### config.mk
export PLATFORM = sky130hd
export DESIGN_NAME = mips_multicycle_core
export DESIGN_NICKNAME = d
export VERILOG_FILES = /design/src/rtl/mips_multicycle_core.sv
export SDC_FILE = /design/constraint.sdc
export NUM_CORES = 1
export LEC_CHECK = 0
export ABC_AREA = 1
export CAP_MARGIN = 40
export CORE_MARGIN = 5
export CORE_UTILIZATION = 44
export CTS_BUF_LIST = sky130_fd_sc_hd__clkbuf_16
export DETAILED_ROUTE_END_ITERATION = 6
export DONT_BUFFER_PORTS = 1
export GPL_TIMING_DRIVEN = 0
export PLACE_DENSITY = 0.6
export SLEW_MARGIN = 20
export SYNTH_ARGS = -nofsm -noshare
export SYNTH_HDL_FRONTEND = slang
export SYNTH_SLANG_ARGS = --single-unit
### constraint.sdc
create_clock -name clk -period 18.6 [get_ports clk]
set_input_delay 5.58 -clock clk [delete_from_list [all_inputs] [get_ports clk]]
set_output_delay 5.58 -clock clk [all_outputs]
set_load 0.03 [all_outputs]
### src/rtl/mips_multicycle_core.sv
// Multi-cycle MIPS-subset core (ADD/SUB/AND/OR/SLT, LW, SW, BEQ, ADDI, J).
// FETCH -> DECODE -> EXEC -> [MEM] -> [WB]; illegal instructions trap to HALT.
// Ports:
//   clk, reset              rising-edge clock, asynchronous active-high reset
//   imem_req/addr/ready/rdata  instruction fetch handshake (addr = pc)
//   dmem_req/we/addr/wdata/ready/rdata  data access handshake
//   pc                      current PC
//   rout                    registered copy of register NREG-1
//   halted                  core stopped on an illegal instruction
module mips_multicycle_core #(
  parameter int DW       = 16,
  parameter int AW       = 16,
  parameter int NREG     = 16,
  parameter int RESET_PC = 0
) (
  input  logic          clk,
  input  logic          reset,
  output logic          imem_req,
  output logic [AW-1:0] imem_addr,
  input  logic          imem_ready,
  input  logic [31:0]   imem_rdata,
  output logic          dmem_req,
  output logic          dmem_we,
  output logic [AW-1:0] dmem_addr,
  output logic [DW-1:0] dmem_wdata,
  input  logic          dmem_ready,
  input  logic [DW-1:0] dmem_rdata,
  output logic [AW-1:0] pc,
  output logic [DW-1:0] rout,
  output logic          halted
);
  localparam int RA = $clog2(NREG);

  localparam logic [5:0] OP_RTYPE = 6'b000000;
  localparam logic [5:0] OP_LW    = 6'b100011;
  localparam logic [5:0] OP_SW    = 6'b101011;
  localparam logic [5:0] OP_ADDI  = 6'b010000;
  localparam logic [5:0] OP_BEQ   = 6'b001000;
  localparam logic [5:0] OP_J     = 6'b000010;
  localparam logic [5:0] FN_ADD   = 6'b100000;
  localparam logic [5:0] FN_SUB   = 6'b100010;
  localparam logic [5:0] FN_AND   = 6'b100100;
  localparam logic [5:0] FN_OR    = 6'b100101;
  localparam logic [5:0] FN_SLT   = 6'b101010;

  typedef enum logic [2:0] {S_FETCH, S_DECODE, S_EXEC, S_MEM, S_WB, S_HALT} state_t;

  state_t        state_q, state_d;
  logic [AW-1:0] pc_q, pc_d, imem_addr_q, imem_addr_d, dmem_addr_q, dmem_addr_d;
  logic [31:0]   ir_q, ir_d;
  logic [DW-1:0] a_q, a_d, b_q, b_d, imm_q, imm_d, alu_q, alu_d, mdr_q, mdr_d;
  logic [DW-1:0] dmem_wdata_q, dmem_wdata_d, rout_q, rout_d;
  logic          imem_req_q, imem_req_d, dmem_req_q, dmem_req_d, dmem_we_q, dmem_we_d;
  logic [DW-1:0] rf_q [NREG];

  logic [5:0]    opcode, funct;
  logic [RA-1:0] rs_idx, rt_idx, rd_idx, rf_waddr;
  logic [DW-1:0] alu_b, alu_res, rf_wdata;
  logic [AW-1:0] pc_plus1;
  logic          imem_fire, dmem_fire, is_legal, rf_we;
  logic          unused_ir;

  assign opcode    = ir_q[31:26];
  assign funct     = ir_q[5:0];
  assign rs_idx    = ir_q[21 +: RA];
  assign rt_idx    = ir_q[16 +: RA];
  assign rd_idx    = ir_q[11 +: RA];
  assign pc_plus1  = pc_q + AW'(1);
  // A ready seen while our own request is low is not ours: ignore it.
  assign imem_fire = imem_req_q && imem_ready;
  assign dmem_fire = dmem_req_q && dmem_ready;
  assign rf_waddr  = (opcode == OP_RTYPE) ? rd_idx : rt_idx;
  assign rf_wdata  = (opcode == OP_LW) ? mdr_q : alu_q;
  // Shamt and the register-index bits above RA are don't-care.
  assign unused_ir = ^ir_q;

  always_comb begin
    case (opcode)
      OP_RTYPE: is_legal = (funct == FN_ADD) || (funct == FN_SUB) || (funct == FN_AND) ||
                           (funct == FN_OR)  || (funct == FN_SLT);
      OP_LW, OP_SW, OP_ADDI, OP_BEQ, OP_J: is_legal = 1'b1;
      default: is_legal = 1'b0;
    endcase
  end

  always_comb begin
    alu_b   = (opcode == OP_RTYPE) ? b_q : imm_q;
    alu_res = a_q + alu_b;
    if (opcode == OP_RTYPE) begin
      case (funct)
        FN_SUB:  alu_res = a_q - b_q;
        FN_AND:  alu_res = a_q & b_q;
        FN_OR:   alu_res = a_q | b_q;
        FN_SLT:  alu_res = ($signed(a_q) < $signed(b_q)) ? DW'(1) : '0;
        default: alu_res = a_q + b_q;
      endcase
    end
  end

  // State register
  always_ff @(posedge clk or posedge reset) begin
    if (reset) state_q <= S_FETCH;
    else       state_q <= state_d;
  end

  // Next-state logic
  always_comb begin
    state_d = state_q;
    case (state_q)
      S_FETCH:  if (imem_fire) state_d = S_DECODE;
      S_DECODE: state_d = is_legal ? S_EXEC : S_HALT;
      S_EXEC: begin
        case (opcode)
          OP_RTYPE, OP_ADDI: state_d = S_WB;
          OP_LW, OP_SW:      state_d = S_MEM;
          OP_BEQ, OP_J:      state_d = S_FETCH;
          default:           state_d = S_HALT;
        endcase
      end
      S_MEM:    if (dmem_fire) state_d = (opcode == OP_LW) ? S_WB : S_FETCH;
      S_WB:     state_d = S_FETCH;
      default:  state_d = S_HALT;
    endcase
  end

  // Datapath and output logic
  always_comb begin
    pc_d         = pc_q;
    ir_d         = ir_q;
    a_d          = a_q;
    b_d          = b_q;
    imm_d        = imm_q;
    alu_d        = alu_q;
    mdr_d        = mdr_q;
    dmem_addr_d  = dmem_addr_q;
    dmem_wdata_d = dmem_wdata_q;
    rf_we        = 1'b0;
    case (state_q)
      S_FETCH: if (imem_fire) ir_d = imem_rdata;
      S_DECODE: begin
        a_d   = rf_q[rs_idx];
        b_d   = rf_q[rt_idx];
        imm_d = DW'($signed(ir_q[15:0]));
      end
      S_EXEC: begin
        alu_d = alu_res;
        if (opcode == OP_BEQ) pc_d = (a_q == b_q) ? pc_plus1 + imm_q[AW-1:0] : pc_plus1;
        else if (opcode == OP_J) pc_d = ir_q[AW-1:0];
        // Address/data are captured once on MEM entry and then held for the whole wait.
        if (state_d == S_MEM) begin
          dmem_addr_d  = alu_res[AW-1:0];
          dmem_wdata_d = b_q;
        end
      end
      S_MEM: begin
        if (dmem_fire) begin
          if (opcode == OP_LW) mdr_d = dmem_rdata;
          else                 pc_d  = pc_plus1;
        end
      end
      S_WB: begin
        rf_we = 1'b1;
        pc_d  = pc_plus1;
      end
      default: ;
    endcase
    // Requests are decided from the next state so they are registered yet
    // present during the first cycle of FETCH/MEM.
    imem_req_d  = (state_d == S_FETCH);
    imem_addr_d = pc_d;
    dmem_req_d  = (state_d == S_MEM);
    dmem_we_d   = (state_d == S_MEM) && (opcode == OP_SW);
    rout_d      = rf_q[NREG-1];
  end

  always_ff @(posedge clk or posedge reset) begin
    if (reset) begin
      pc_q         <= AW'(RESET_PC);
      ir_q         <= '0;
      a_q          <= '0;
      b_q          <= '0;
      imm_q        <= '0;
      alu_q        <= '0;
      mdr_q        <= '0;
      imem_req_q   <= 1'b0;
      imem_addr_q  <= AW'(RESET_PC);
      dmem_req_q   <= 1'b0;
      dmem_we_q    <= 1'b0;
      dmem_addr_q  <= '0;
      dmem_wdata_q <= '0;
      rout_q       <= '0;
    end else begin
      pc_q         <= pc_d;
      ir_q         <= ir_d;
      a_q          <= a_d;
      b_q          <= b_d;
      imm_q        <= imm_d;
      alu_q        <= alu_d;
      mdr_q        <= mdr_d;
      imem_req_q   <= imem_req_d;
      imem_addr_q  <= imem_addr_d;
      dmem_req_q   <= dmem_req_d;
      dmem_we_q    <= dmem_we_d;
      dmem_addr_q  <= dmem_addr_d;
      dmem_wdata_q <= dmem_wdata_d;
      rout_q       <= rout_d;
    end
  end

  // Register file; r0 is never written so it always reads 0.
  always_ff @(posedge clk or posedge reset) begin
    if (reset) begin
      for (int i = 0; i < NREG; i++) rf_q[i] <= '0;
    end else if (rf_we && (rf_waddr != '0)) begin
      rf_q[rf_waddr] <= rf_wdata;
    end
  end

  assign imem_req   = imem_req_q;
  assign imem_addr  = imem_addr_q;
  assign dmem_req   = dmem_req_q;
  assign dmem_we    = dmem_we_q;
  assign dmem_addr  = dmem_addr_q;
  assign dmem_wdata = dmem_wdata_q;
  assign pc         = pc_q;
  assign rout       = rout_q;
  assign halted     = (state_q == S_HALT);
endmodule

* Yosys cells after proc, flatten, opt, wreduce, memory -nomap -nowiden *
Cells that the tools add are included.

operators by class
  bitwise operators = 5
  add/subtract/negate cells = 5
  multiplexer cells = 29
  $lt $le $gt $ge = 5
  eq/ne operators = 20
  reduce and logical (&&, ||, !) cells = 22

operators by type and width
  cell                                                              count
  256-bit bitwise mux                                               1
  16-bit 2-to-1 mux                                                 13
  16-bit binary-select mux with 4-bit select                        2
  16-bit demux with 4-bit select                                    1
  16-bit one-hot mux with 4 select lines                            1
  16-bit adder                                                      3
  16-bit one-hot mux with 3 select lines                            1
  6-bit == test (second input constant)                             7
  16-bit by 1-bit adder with 16-bit output (second input constant)  1
  16-bit bitwise AND                                                1
  16-bit == test                                                    1
  16-bit < comparator                                               1
  16-bit bitwise OR                                                 1
  16-bit subtractor                                                 1
  5-bit >= comparator (second input constant)                       3
  4-bit inverter with 5-bit output                                  3
  3-bit one-hot mux with 5 select lines                             1
  3-bit 2-to-1 mux                                                  4
  3-bit by 2-bit == test with 1-bit output (second input constant)  3
  3-bit one-hot mux with 3 select lines                             1
  3-bit == test (second input constant)                             2
  6-bit by 2-bit == test with 1-bit output (second input constant)  1
  6-bit by 4-bit == test with 1-bit output (second input constant)  1
  6-bit by 5-bit == test with 1-bit output (second input constant)  1
  18 further kinds                                                  31

word-level totals
  word-level logic and storage cells = 116
  output and inout port bits = 84
  flip-flop bits (word level) = 438
  input bits = 52

* Depth between registers and ports, before layout *
  depth after elaboration = 10
  depth in mapped cells = 22
  gate-level depth less buffers = 22

* Worst setup path after synthesis *
No wires, ideal clock.

  kind = input to register
  start = input imem_ready
  end = register ir_q[16]
  slack = 11.963 ns
  data arrival time = 6.499 ns
  required time = 18.463 ns
  cell stages on the path = 4
  setup time = 0.137 ns
  cell sequence = nand4_1 clkbuf_1 clkbuf_1 a21oi_1

between the ends
  longest elaborated chain between the ends = 2

ends and longest elaborated chain
  element                        RTL line  source
  from (decl)                    20        input logic imem_ready,
  1-bit logical AND              70        assign imem_fire = imem_req_q && imem_ready;
  2-bit AND reduction (no line)  --
  to (signal assigned)           194       ir_q <= ir_d;
  to (decl)                      50        logic [31:0] ir_q, ir_d;

No other way between the ends.
A chain may end at the register's enable or synchronous reset.

* Final worst setup path *
  start = register state_q[2]
  end = output halted

between the ends
  longest elaborated chain between the ends = 1

ends and longest elaborated chain
  element                 RTL line  source
  from (decl)             48        state_t state_q, state_d;
  from (signal assigned)  103       else state_q <= state_d;
  3-bit == test           227       assign halted = (state_q == S_HALT);
  to (decl)               30        output logic halted

No other way between the ends.

==> key figures <==
Run status
  • Status: finished, violations left
  • Failing checks: DRC

CTS
  • Clk_lat worst skew: between 600 and 700 ps
  • Root Buffer Master: clkbuf_16
  • CTS resizes: 0
  • CTS tree: done
  • Total CTS buffers: roughly 50
  • CTS max path bufs: 3
  • Cts hold-fix bufs: 0
  • H-tree levels: 2
  • Setup Fix Bufs, Post-CTS: 0
  • Clk sinks: 436
  • Clock slew at reported path FFs: approximately 60 ps

Power
  • Switch Pwr: between 400 and 500 µW
  • Max IR drop VDD: 0.0702 mV
  • Reg power frac: about 45%
  • Pint: between 1500 and 2000 µW
  • Clock power share: 53.7%
  • Power Total: between 2000 and 2500 µW
  • Switching share of power: between 20% and 30%
  • Pwr/cell area: ~73 nW/µm²
  • P_leak: 0.0134 µW
  • Combinational share of power: 1.1%

Die
  • Die span in y: 250 µm
  • I/O pin total: approximately 140
  • Initial Util: between 40% and 50%
  • Site Rows: ~90
  • CORE AREA: 57500 µm²
  • Die area: ~63000 µm²
  • DIE WIDTH: around 250 µm

Critical path
  • Critical path cell sequence: inv_1, nor2_1
  • R2R depth: 16
  • Crit. End Element: output pin
  • CP required: 13020 ps
  • Buffers and inverters on the worst path: 1
  • R2R Path Start: ir_q[30]$_DFFE_PP0P_
  • Worst EP arrival: around 1700 ps
  • Worst Path Max Fanout: 5
  • R2R Path End: dmem_addr[6]$_DFFE_PP0P_
  • Reg2reg setup slack: 15030 ps
  • Worst Setup Start Kind: flop
  • Slowest cell on crit path: nor2_1
  • CP delay by family, top: simple AND/OR/NAND/NOR gates
  • Worst setup path class: flop to output pin
  • Slowest stage delay, CP: roughly 500 ps

Placement
  • GP Congestion: ~1.1
  • Port bufs: 0
  • Post-Place Cells: 4139
  • Area after DPL: between 20000 and 30000 µm²
  • Hpwl dp: 92.7 mm

Logic synthesis
  • Mapped Area: around 25000 µm²
  • Post-synth EDFFs: 0
  • Syn Inst Count: about 3400
  • Synth Net Count: between 3000 and 4000
  • Largest cells by area after synthesis: dfrtp_1 (43%), nand2_1 (12%), o21ai_0 (8.8%)
  • Synth cell types: 56
  • Mean Syn Cell Area: roughly 7.6 µm²
  • Synth warn: 0
  • Sequential share of the synthesized area: 42.9%
  • Synth top area share: ~43%
  • Top FF cell, synth: dfrtp_1
  • Register bit total from synthesis: ~440
  • Yosys top cell by area: dfrtp_1
  • Asr flop ratio synth: 100%

STA
  • Max Fclk: around 0.14 GHz
  • Setup TNS: 0 ps
  • Period utilisation layout: between 30 and 40%
  • RSZ-0062 raised after global routing: no
  • Post-layout min period: roughly 7200 ps
  • Relative slew slack: 32.8%
  • Worst-margin pin slew: around 1000 ps
  • Fin. Hold Viols: 0
  • Final clock skew: about 52 ps
  • Slew Limit Fails: 0
  • Hold WS: about 460 ps
  • Final setup vio count: 0

Global routing
  • Gr usage total: 37.3%
  • First-pass GRT wire length: between 150 and 200 mm
  • Total grt overflow: 0
  • Initial antenna violation count: 9
  • Pin count of the biggest net entering global routing: 95
  • Vias in the first global route: 25000

Routing
  • ANT nets after route: 0
  • DR WL/cell: 28.6 µm
  • Drt first pass iters: 7
  • Via count: about 26000
  • DRC violations left: 1
  • DRT Wirelength: between 100 and 150 mm
  • DR iter-0 viols: between 3000 and 4000
  • Vias/cell: 6.19

Cells and area
  • Fillcell total: between 5000 and 6000
  • Nets@finish: roughly 3600
  • Fin area: roughly 29000 µm²
  • Layout area overhead: 12.6%
  • Fin cells: between 4000 and 5000
  • Proportion of layout cells with a drive suffix above 1: under 10%

Run
  • Max-cap violations: 0

Worst hold path
  • Hold path start: rout_d[2]$_DFFE_PP0P_
  • Hold Path Stages: 0
  • Hold Path Sink: rout[2]$_DFF_PP0_
  • Worst hold path class: flop to flop
[worst reg2reg max path: stages (launching register included)]
cell      delay, ps
dfrtp_1         490
nor2_4           90
nand3_4         180
buf_2           310
clkbuf_1        410
o21ai_0         150
ha_1            240
fa_1            430
nand3_1          90
nand2_1         140
nand3_1         110
nand2_1          90
or2_2           280
nand3_1          70
nand2_1         170
nand2_1         160
nand2_1          60
[power groups by stage]
stage / registers (µW) / clock network [µW] / logic, µW
global placement: 967 / 0 / 18.8
global route: 948 / 1170 / 26.8
floorplan: 967 / 0 / 13.7
finish: 948 / 1130 / 22.7
detailed placement: 966 / 0 / 23.8
CTS: 949 / 1130 / 23.8
[layout by cell type, fill, tap and decap left out, drive strengths merged, types with 7 or more instances in the layout]
cell / count
o21ai: 599
nor3: 13
a21oi: 122
bufinv: 12
nand2: 810
o21bai: 8
buf: 118
o211ai: 8
a22oi: 18
ha: 79
clkbuf: 205
clkinv: 22
mux2: 9
mux2i: 15
dfrtp: 436
or2: 7
o221ai: 93
nor2: 396
nand3: 138
inv: 217
o22ai: 36
a31oi: 36
nand4: 17
xor2: 22
[area by class of cell]
| type | instances | area [µm²] | area share, % |
|---|---|---|---|
| clock buffers | 52 | 1300 | 4.54 |
| plain buffers | 243 | 1100 | 3.86 |
| inverters | 213 | 807 | 2.82 |
| repair buffers | 28 | 362 | 1.26 |
| well taps | 765 | 957 | 3.34 |
| multi-input cells | 2460 | 12600 | 44.1 |
| clock inverters | 43 | 566 | 1.98 |
| flip-flops and latches | 436 | 10900 | 38.1 |
| diodes | 5 | 12.5 | 0.0437 |
[kinds of logic after synthesis]
logic type | after synthesis | share of synthesized area [%]
AOI/OAI and AO/OA | 933 | 20.8
xor gates and xnor gates | 26 | 0.896
adders and majority gates | 83 | 4.20
buffers and inverters | 456 | 7.49
DFF | 436 | 42.9
muxes | 24 | 1.50
and+or+nand+nor | 1394 | 22.2
[synth_stat cells, types with 9 or more instances]
library cell and instances:
nor2_1 384, a21oi_1 121, nand3_1 137, a31oi_1 36
buf_4 29, nand4_1 17, inv_1 200, mux2i_4 10
o21ai_1 147, o221ai_1 93, ha_1 79, a22oi_1 18
xor2_1 22, buf_2 51, mux2_2 9, dfrtp_1 436
nor2_2 9, nand2_1 803, o21ai_0 448, clkbuf_1 152
o22ai_1 36
[sequential cells by signal, summed over array words and instances, names as in the netlist, 3 cells and up]
name	count
rf_q	240
a_q	16
state_q	3
dmem_addr	16
alu_q	16
b_q	16
rout_d	16
imem_addr	16
rout	16
mdr_q	16
dmem_wdata	16
ir_q	30
imm_q	16
[metrics by stage]
stage / utilization [%] / setup slack (ps)
2_1_floorplan: - / 875
3_3_place_gp: 45.9 / -3790
3_5_place_dp: 46.4 / 11040
4_1_cts: 49.7 / 11360
5_1_grt: 49.8 / 11340
6_report: 49.8 / 11350
[worst max path at each step]
| stage | startpoint | end | slack (ps) | cells past startpoint |
|---|---|---|---|---|
| after floorplan | reset | a_q[0]$_DFFE_PP0N_ | 870 | 1 |
| final | state_q[2]$_DFF_PP0_ | halted | 11350 | 2 |
| after CTS | state_q[2]$_DFF_PP0_ | halted | 11360 | 2 |
| after global routing | state_q[2]$_DFF_PP0_ | halted | 11340 | 2 |
| after detailed placement | imem_ready | ir_q[16]$_DFFE_PP0P_ | 11040 | 4 |
| after global placement | reset | rout_d[4]$_DFFE_PP0P_ | -3790 | 1 |
[metal layers]
layer / part of all wire, % / GRT usage [%]
met4: 5.9 / 18.2
met2: 45 / 58.6
met1: 39 / 49.4
met5: 0.098 / 0
met3: 10 / 7.82
Power figures use the tool's default switching activity.
